## config.mk

```make
export PLATFORM = sky130hd
export DESIGN_NAME = phase_manager
export DESIGN_NICKNAME = d
export VERILOG_FILES = /design/src/rtl/phase_manager.sv
export SDC_FILE = /design/constraint.sdc
export NUM_CORES = 1
export LEC_CHECK = 0
export CORE_UTILIZATION = 39
export DETAILED_ROUTE_END_ITERATION = 10
export GPL_TIMING_DRIVEN = 0
export PLACE_DENSITY = 0.76
export REMOVE_ABC_BUFFERS = 1
export SLEW_MARGIN = 10
export SYNTH_ARGS = -nofsm -noshare
export SYNTH_HDL_FRONTEND = slang
export SYNTH_SLANG_ARGS = --single-unit
```

## constraint.sdc

```tcl
create_clock -name clk -period 1.85 [get_ports clk]
set_input_delay 0.37 -clock clk [delete_from_list [all_inputs] [get_ports clk]]
set_output_delay 0.37 -clock clk [all_outputs]
set_load 0.02 [all_outputs]
```

## src/rtl/phase_manager.sv

```systemverilog
// Phase-shedding controller: adds/sheds buck phases on PWM period boundaries
// with hysteresis and dwell. Optional shoot-through guard: define SHOOT_GUARD_EN.
module phase_manager #(
   parameter int NPHASES    = 4,
   parameter int DWELL      = 8,
   parameter int TH_UP      = 600,
   parameter int TH_DN      = 300,
   parameter int MIN_PHASES = 1
) (
   input  logic               clk,
   input  logic               rst,
   input  logic               en_pwm,
   input  logic               force_all,
   input  logic               period_tick,
   input  logic [9:0]         load_metric,
   input  logic [NPHASES-1:0] pwm_high_in,
   input  logic [NPHASES-1:0] pwm_low_in,
   output logic [NPHASES-1:0] gate_high,
   output logic [NPHASES-1:0] gate_low,
   output logic [NPHASES-1:0] phase_mask,
   output logic [2:0]         n_active,
   output logic               running,
   output logic               fault
);

   localparam int CW = $clog2(DWELL + 1);
   localparam logic [CW-1:0] DWELL_LAST = CW'(DWELL - 1);
   localparam logic [CW-1:0] CNT_ONE    = CW'(1);
   localparam logic [9:0]    TH_UP_W    = 10'(TH_UP);
   localparam logic [9:0]    TH_DN_W    = 10'(TH_DN);
   localparam logic [2:0]    NP_W       = 3'(NPHASES);
   localparam logic [2:0]    MIN_W      = 3'(MIN_PHASES);

   if (TH_DN >= TH_UP) begin : g_bad_thresholds
      $error("phase_manager: TH_DN must be below TH_UP");
   end
   if (NPHASES < 2 || NPHASES > 4 || MIN_PHASES < 1 || MIN_PHASES > NPHASES) begin : g_bad_phases
      $error("phase_manager: phase count parameters out of range");
   end

   typedef enum logic {OFF, RUN} state_t;

   state_t               state, state_nx;
   logic [2:0]           n_nx;
   logic [CW-1:0]        up_cnt, up_nx, dn_cnt, dn_nx;
   logic [NPHASES-1:0]   mask_nx, gate_high_nx, gate_low_nx;
   logic                 fault_nx;

   // Thermometer mask: phase 0 is always the first phase brought up.
   function automatic logic [NPHASES-1:0] mask_of(input logic [2:0] n);
      logic [NPHASES-1:0] m;
      for (int i = 0; i < NPHASES; i++) m[i] = (i < int'(n));
      return m;
   endfunction

   always_comb begin
      state_nx = state;
      n_nx     = n_active;
      up_nx    = up_cnt;
      dn_nx    = dn_cnt;
      case (state)
         OFF: begin
            n_nx  = 3'd0;
            up_nx = '0;
            dn_nx = '0;
            if (period_tick && en_pwm) begin
               state_nx = RUN;
               n_nx     = force_all ? NP_W : MIN_W;
            end
         end
         RUN: begin
            if (!en_pwm) begin
               state_nx = OFF;
               n_nx     = 3'd0;
               up_nx    = '0;
               dn_nx    = '0;
            end else if (period_tick) begin
               if (force_all) begin
                  n_nx  = NP_W;
                  up_nx = '0;
                  dn_nx = '0;
               end else if (load_metric >= TH_UP_W && n_active < NP_W) begin
                  dn_nx = '0;
                  if (up_cnt >= DWELL_LAST) begin
                     n_nx  = n_active + 3'd1;
                     up_nx = '0;
                  end else begin
                     up_nx = up_cnt + CNT_ONE;
                  end
               end else if (load_metric <= TH_DN_W && n_active > MIN_W) begin
                  up_nx = '0;
                  if (dn_cnt >= DWELL_LAST) begin
                     n_nx  = n_active - 3'd1;
                     dn_nx = '0;
                  end else begin
                     dn_nx = dn_cnt + CNT_ONE;
                  end
               end else begin
                  up_nx = '0;
                  dn_nx = '0;
               end
            end
         end
         default: state_nx = OFF;
      endcase
      mask_nx = mask_of(n_nx);
   end

   // Gates follow the registered mask; dropping en_pwm blanks them on the very next edge.
`ifdef SHOOT_GUARD_EN
   logic [NPHASES-1:0] overlap;
   always_comb begin
      overlap      = pwm_high_in & pwm_low_in & phase_mask;
      gate_high_nx = pwm_high_in & phase_mask & ~overlap & {NPHASES{en_pwm}};
      gate_low_nx  = pwm_low_in  & phase_mask & ~overlap & {NPHASES{en_pwm}};
      fault_nx     = fault | (|overlap);
   end
`else
   always_comb begin
      gate_high_nx = pwm_high_in & phase_mask & {NPHASES{en_pwm}};
      gate_low_nx  = pwm_low_in  & phase_mask & {NPHASES{en_pwm}};
      fault_nx     = 1'b0;
   end
`endif

   always_ff @(posedge clk) begin
      if (rst) begin
         state      <= OFF;
         n_active   <= 3'd0;
         up_cnt     <= '0;
         dn_cnt     <= '0;
         phase_mask <= '0;
         gate_high  <= '0;
         gate_low   <= '0;
         fault      <= 1'b0;
      end else begin
         state      <= state_nx;
         n_active   <= n_nx;
         up_cnt     <= up_nx;
         dn_cnt     <= dn_nx;
         phase_mask <= mask_nx;
         gate_high  <= gate_high_nx;
         gate_low   <= gate_low_nx;
         fault      <= fault_nx;
      end
   end

   assign running = (state == RUN);

endmodule

```

==> impl_metrics.yaml, run 1 <==
sta:
  drv_slew: 0
  hold_viol_final: 0
  final-setup-viol-count: 0
  post-route-min-period_ps: 1840
  fin_skew_ps: 7.66
  relSlewSlack_pct: 64.4
  worst_pin_slew_ps: 532
  post-route-period-util_pct: 99.7
  finalWorstSetupSlack_ps: 5.85
  hold-worst-slack_ps: 493
  tns_ps: 0
  max_clock_freq_mhz: 542
  rsz0062_at_grt: "true"
critical_path:
  critPathTopFamily: "compound AO/OA/AOI/OAI gates"
  timing.critical_path.buf_inv: 1
  worstSetupEndpointType: "flop"
  critical_path_class: "reg2reg"
  startpoint_type: "flop"
  slowest_stage: "dfxtp_4"
  critical_path.cell_chain: "inv_4, ha_4, o21ba_4, nor2_4, a211oi_4, nor4_2, a311o_1, a211o_1"
  worst-r2r-cell-count: 8
  cp.arrival_ps: 2070
  endpoint: "phase_mask[0]"
  r2r_end: "phase_mask[0]"
  required_ps: 2070
  worstPathMaxFanout: 3
  worst-path-stages: 8
  r2r_setup_slack_ps: 6
  slowest_delay_ps: 390
  r2r-start: "n_active[1]"
  cp-startpoint: "n_active[1]"
layout:
  fin_nets: 195
  final_common_cell: "clkdlybuf4s50_1"
  drive_gt1_share_pct: 23.5
  fillCellCount: 220
  fin_cells: 197
  final_cell_mix: "clkdlybuf4s50_1, dfxtp_1, nand2_1"
  diodes: 0
  multiInputGateArea_sq_um: 724
  area_delta_synth_final_pct: 52.2
  seq_area_sq_um: 470
floorplan:
  die_h_um: 55.6
  floorplan.initialDensity_pct: 41.0
  ios: 40
  fp.dieW_um: 55.6
  row_count: 19
  core_area_sq_um: 2730
  die-area_sq_um: 3090
power_and_ir_drop:
  p_sw_share_pct: 25.8
  p_int_w: 0.000660
  leakagePower_nw: 0.666
  power_frac_comb_pct: 16.7
  pwr-share-seq_pct: 57.0
  power.density_nw_per_um2: 521
  power.clock.fraction_pct: 26.3
  peakVddDrop_mv: 0.395
  p_sw_w: 0.000229
yosys:
  ys_types: 38
  avgSynthCellArea_sq_um: 9.19
  synth_top_area_share_pct: 41.1
  seq_area_frac_synth_pct: 41.1
  syn_area_sq_um: 1120
  netlist_instances: 122
  ys_warn_count: 0
  synth_area_leaders: "dfxtp_1, ha_1, and3_1"
  synth_top_area_cell: "dfxtp_1"
  synth_seq_cells: 23
placed_design:
  dp_slack_ps: -704
  place_inst: 186
  io_buffers: 38
  hpwlAfterDp_mm: 1.85
  place_congestion: 0.761
global_routing:
  grt_pass1_wl_mm: 4.25
  grt_pass1_vias: 1007
  antenna_found_initial: 0
  track_usage_pct: 17.2
  grt_max_degree: 14
  grt.overflow.total: 0
clocking:
  htreeDepth: 1
  clk_path_buf_depth: 2
  cts_hold_buf: 0
  path_clk_slew_ps: 130
  cts_made_buffers: 3
  worstSkewPairLatency_ps: 320
  cts-root-buf: "clkbuf_4"
  cts_sinks: 23
  cts_tree: "built"
routing:
  first_pass_iters: 4
  wl_per_cell_um: 13.6
  drt-initial-drc-count: 28
  drc: 0
  routed_wl_mm: 2.69
  via_count: 1076
  post_drt_via_cell_ratio: 5.46
  ant_nets: 0
job:
  max-cap-violations: 0
outcome:
  outcome: "finished, final reports clean"
hold_path:
  hold_class: "reg2reg"
  hold_depth: 1
## sequential cells by signal (all words and copies together), names as in the netlist
name and count:
phase_mask 4, n_active 2, up_cnt 4, running 1, gate_high 4, dn_cnt 4, gate_low 4
## worst min-delay path by stage
stage	endpoint	slack [ps]	from
after floorplan	dn_cnt[3]	430	dn_cnt[3]
after global placement	dn_cnt[3]	440	dn_cnt[3]
after detailed placement	dn_cnt[3]	450	dn_cnt[3]
after CTS	dn_cnt[3]	490	dn_cnt[3]
after global routing	gate_low[1]	510	phase_mask[1]
final	gate_low[0]	490	phase_mask[0]
## worst reg2reg max path: stages (launching register included)
cell,delay (ps)
dfxtp_4,390
inv_4,40
ha_4,140
o21ba_4,230
nor2_4,50
a211oi_4,250
nor4_2,60
a311o_1,320
a211o_1,270
## area by class of cell
class / instances / area share, %
Sequential cell: 23 / 27.6
Timing Repair Buffer: 45 / 25.3
Multi-Input combinational cell: 91 / 42.4
Clock buffer: 3 / 1.32
Tap cell: 31 / 2.27
Clock inverter: 1 / 0.293
Inverter: 3 / 0.806
## metrics by stage
stage	util, %	instance area, sq um	power (W)
final	62.4	1710	0.000889
after global routing	62.4	1710	0.000928
after CTS	61.2	1670	0.000887
after detailed placement	55.4	1510	0.000652
after global placement	55.4	1510	0.000650
after floorplan	-	1090	0.000569
## cell usage after synthesis
| cell | number |
|---|---|
| dfxtp_1 | 23 |
| nand3_1 | 2 |
| conb_1 | 1 |
| a21oi_1 | 8 |
| clkbuf_1 | 3 |
| or4_4 | 1 |
| a31oi_4 | 1 |
| or2_0 | 1 |
| and2_4 | 1 |
| buf_4 | 2 |
| o21ai_2 | 1 |
| ha_1 | 5 |
| nor2_1 | 8 |
| nand2_1 | 11 |
| mux2i_1 | 3 |
| a211o_1 | 2 |
| nand3b_1 | 1 |
| or2_2 | 1 |
| inv_1 | 3 |
| o21ba_2 | 1 |
| a2111oi_4 | 1 |
| and2_1 | 1 |
| o21a_1 | 1 |
| a31oi_1 | 1 |
| nor2b_1 | 2 |
| nand4_1 | 3 |
| o21ai_0 | 8 |
| a311o_1 | 1 |
| a211oi_2 | 2 |
| nor3b_1 | 1 |
| and3_1 | 8 |
| nand2b_1 | 3 |
| nor3_1 | 2 |
| a22oi_1 | 3 |
| mux2_2 | 1 |
| a21o_2 | 1 |
| or2_1 | 1 |
| nor4_1 | 3 |
## routing by layer
metal	vias to the layer above	GRT usage, %	part of all wire [%]
met2	46	32.5	50
li1	524	-	-
met4	0	5.00	0.71
met5	-	0	0
met3	2	4.65	6.5
met1	504	18.5	43
## cells by family (layout without fill, tap and decap cells)
family / after synthesis / in the layout / synth area share (%)
buffers and inverters: 8 / 52 / 3.35
muxes: 4 / 4 / 3.68
and+or+nand+nor: 50 / 50 / 24.1
AOI/OAI and AO/OA: 31 / 31 / 21.9
adders and majority gates: 5 / 5 / 5.58
other: 1 / 1 / 0.335
DFF: 23 / 23 / 41.1
## what timing repair did
action | 4_1_cts | 5_1_grt
hold endpoints to repair | 0 | 0
setup endpoints to repair | 10 | 8
resized for setup | 34 | 8
pin swaps | 15 | 10
buffers inserted | 5 | 2
## power by group through the flow
| stage | clock [W] | combinational, W | sequential [W] |
|---|---|---|---|
| after floorplan | 0 | 0.0000412 | 0.000528 |
| after global placement | 0 | 0.000131 | 0.000520 |
| after detailed placement | 0 | 0.000132 | 0.000520 |
| after CTS | 0.000237 | 0.000144 | 0.000507 |
| after global routing | 0.000261 | 0.000158 | 0.000508 |
| final | 0.000234 | 0.000148 | 0.000507 |
No activity file was read; power rests on OpenSTA's default activity.
==> run 2: changes to the inputs <==
--- a/config.mk
+++ b/config.mk
@@ -9,6 +9,7 @@
 export DETAILED_ROUTE_END_ITERATION = 10
 export GPL_TIMING_DRIVEN = 0
 export PLACE_DENSITY = 0.76
+export RECOVER_POWER = 25
 export REMOVE_ABC_BUFFERS = 1
 export SLEW_MARGIN = 10
 export SYNTH_ARGS = -nofsm -noshare
==> run 2 against run 1 <==
Sequential power about the same. Worst setup slack about the same. Die area unchanged. Critical path type unchanged. Largest power group unchanged.
==> impl_metrics.yaml, run 2 (synthesis gave the netlist of run 1 again) <==
routing:
  routed_wl_mm: 2.69
  via_count: 1076
  wl_per_cell_um: 13.6
  ant_nets: 0
  drc: 0
  post_drt_via_cell_ratio: 5.46
  drt-initial-drc-count: 28
  first_pass_iters: 4
power_and_ir_drop:
  p_sw_share_pct: 25.8
  leakagePower_nw: 0.666
  power.clock.fraction_pct: 26.3
  finalPower_w: 0.000888
  p_int_w: 0.000659
  pwr-share-seq_pct: 57.1
  power.density_nw_per_um2: 521
  power_frac_comb_pct: 16.6
  peakVddDrop_mv: 0.395
  p_sw_w: 0.000229
placed_design:
  io_buffers: 38
  place_inst: 186
  hpwlAfterDp_mm: 1.85
  dp_slack_ps: -704
  place_congestion: 0.761
  dpl_cell_area_sq_um: 1510
layout:
  final_area_sq_um: 1710
  area_delta_synth_final_pct: 52.2
  fin_nets: 195
  fin_util_pct: 62.4
  final_common_cell: "clkdlybuf4s50_1"
  drive_gt1_share_pct: 23.5
  fillCellCount: 220
  diodes: 0
  final_cell_mix: "clkdlybuf4s50_1, dfxtp_1, nand2_1"
  fin_cells: 197
global_routing:
  track_usage_pct: 17.2
  grt_pass1_vias: 1007
  antenna_found_initial: 0
  grt.overflow.total: 0
  grt_pass1_wl_mm: 4.25
  grt_max_degree: 14
clocking:
  htreeDepth: 1
  worstSkewPairLatency_ps: 320
  cts_made_buffers: 3
  cts_sinks: 23
  clk_path_buf_depth: 2
  path_clk_slew_ps: 130
  cts_tree: "built"
  cts-root-buf: "clkbuf_4"
critical_path:
  required_ps: 2070
  worst-r2r-cell-count: 8
  startpoint_type: "flop"
  critical_path_class: "reg2reg"
  cp.arrival_ps: 2070
  worstPathMaxFanout: 3
  worstSetupEndpointType: "flop"
floorplan:
  core_area_sq_um: 2730
  row_count: 19
  ios: 40
  die-area_sq_um: 3090
  die_h_um: 55.6
  fp.dieW_um: 55.6
  floorplan.initialDensity_pct: 41.0
sta:
  max_clock_freq_mhz: 542
  final-setup-viol-count: 0
  post-route-period-util_pct: 99.7
  worst_pin_slew_ps: 532
  drv_slew: 0
  relSlewSlack_pct: 64.4
  post-route-min-period_ps: 1840
  finalWorstSetupSlack_ps: 5.84
  rsz0062_at_grt: "true"
  hold_viol_final: 0
  fin_skew_ps: 7.67
outcome:
  outcome: "finished, final reports clean"
job:
  max-cap-violations: 0
hold_path:
  hold_class: "reg2reg"
  hold_depth: 1
## run 2: worst max-delay path: stages, from the launching register on
cell and delay (ps):
dfxtp_4 390, inv_4 40, ha_4 140, o21ba_4 230, nor2_4 50, a211oi_4 250
nor4_2 60, a311o_1 320, a211o_1 270
## run 2: worst paths after layout
| path | start | to | slack [ps] |
|---|---|---|---|
| min | phase_mask[0] | gate_low[0] | 490 |
| max | n_active[1] | phase_mask[0] | 6 |
| max reg2reg | n_active[1] | phase_mask[0] | 6 |
| min reg2reg | phase_mask[0] | gate_low[0] | 490 |
## run 2: power by group through the flow
| stage | Clock (W) | Sequential (W) | Combinational [W] |
|---|---|---|---|
| floorplan | 0 | 0.000528 | 0.0000412 |
| global placement | 0 | 0.000520 | 0.000131 |
| detailed placement | 0 | 0.000520 | 0.000132 |
| CTS | 0.000237 | 0.000507 | 0.000144 |
| global route | 0.000261 | 0.000508 | 0.000158 |
| finish | 0.000234 | 0.000507 | 0.000148 |
## run 2: metrics by stage
step	hold slack (ps)	setup TNS, ps
after detailed placement	455	-6940
after floorplan	426	-757
after global placement	438	-6030
final	493	0
after global routing	512	-112
after CTS	486	-42.2
## run 2: layout make-up
class | instances | area [sq um] | area share, %
timing repair buffer | 45 | 432 | 25.3
clock buffer | 3 | 22.5 | 1.32
sequential | 23 | 470 | 27.6
clock inverter | 1 | 5.00 | 0.293
inverter | 3 | 13.8 | 0.806
tap | 31 | 38.8 | 2.27
multi-input combinational | 91 | 724 | 42.4
## run 2: what timing repair did
action / 4_1_cts / 5_1_grt
endpoints found under the setup margin: 10 / 8
pin swaps: 15 / 10
resized for setup: 34 / 8
hold buffers: 0 / 0
setup buffers: 5 / 2
## run 2: layer usage
layer / vias up / global-route usage (%) / wire length [um]
met2: 46 / 32.5 / 1350
met1: 504 / 18.5 / 1150
met5: - / 0 / 0
met3: 2 / 4.65 / 172
li1: 524 / - / -
met4: 0 / 5.00 / 19
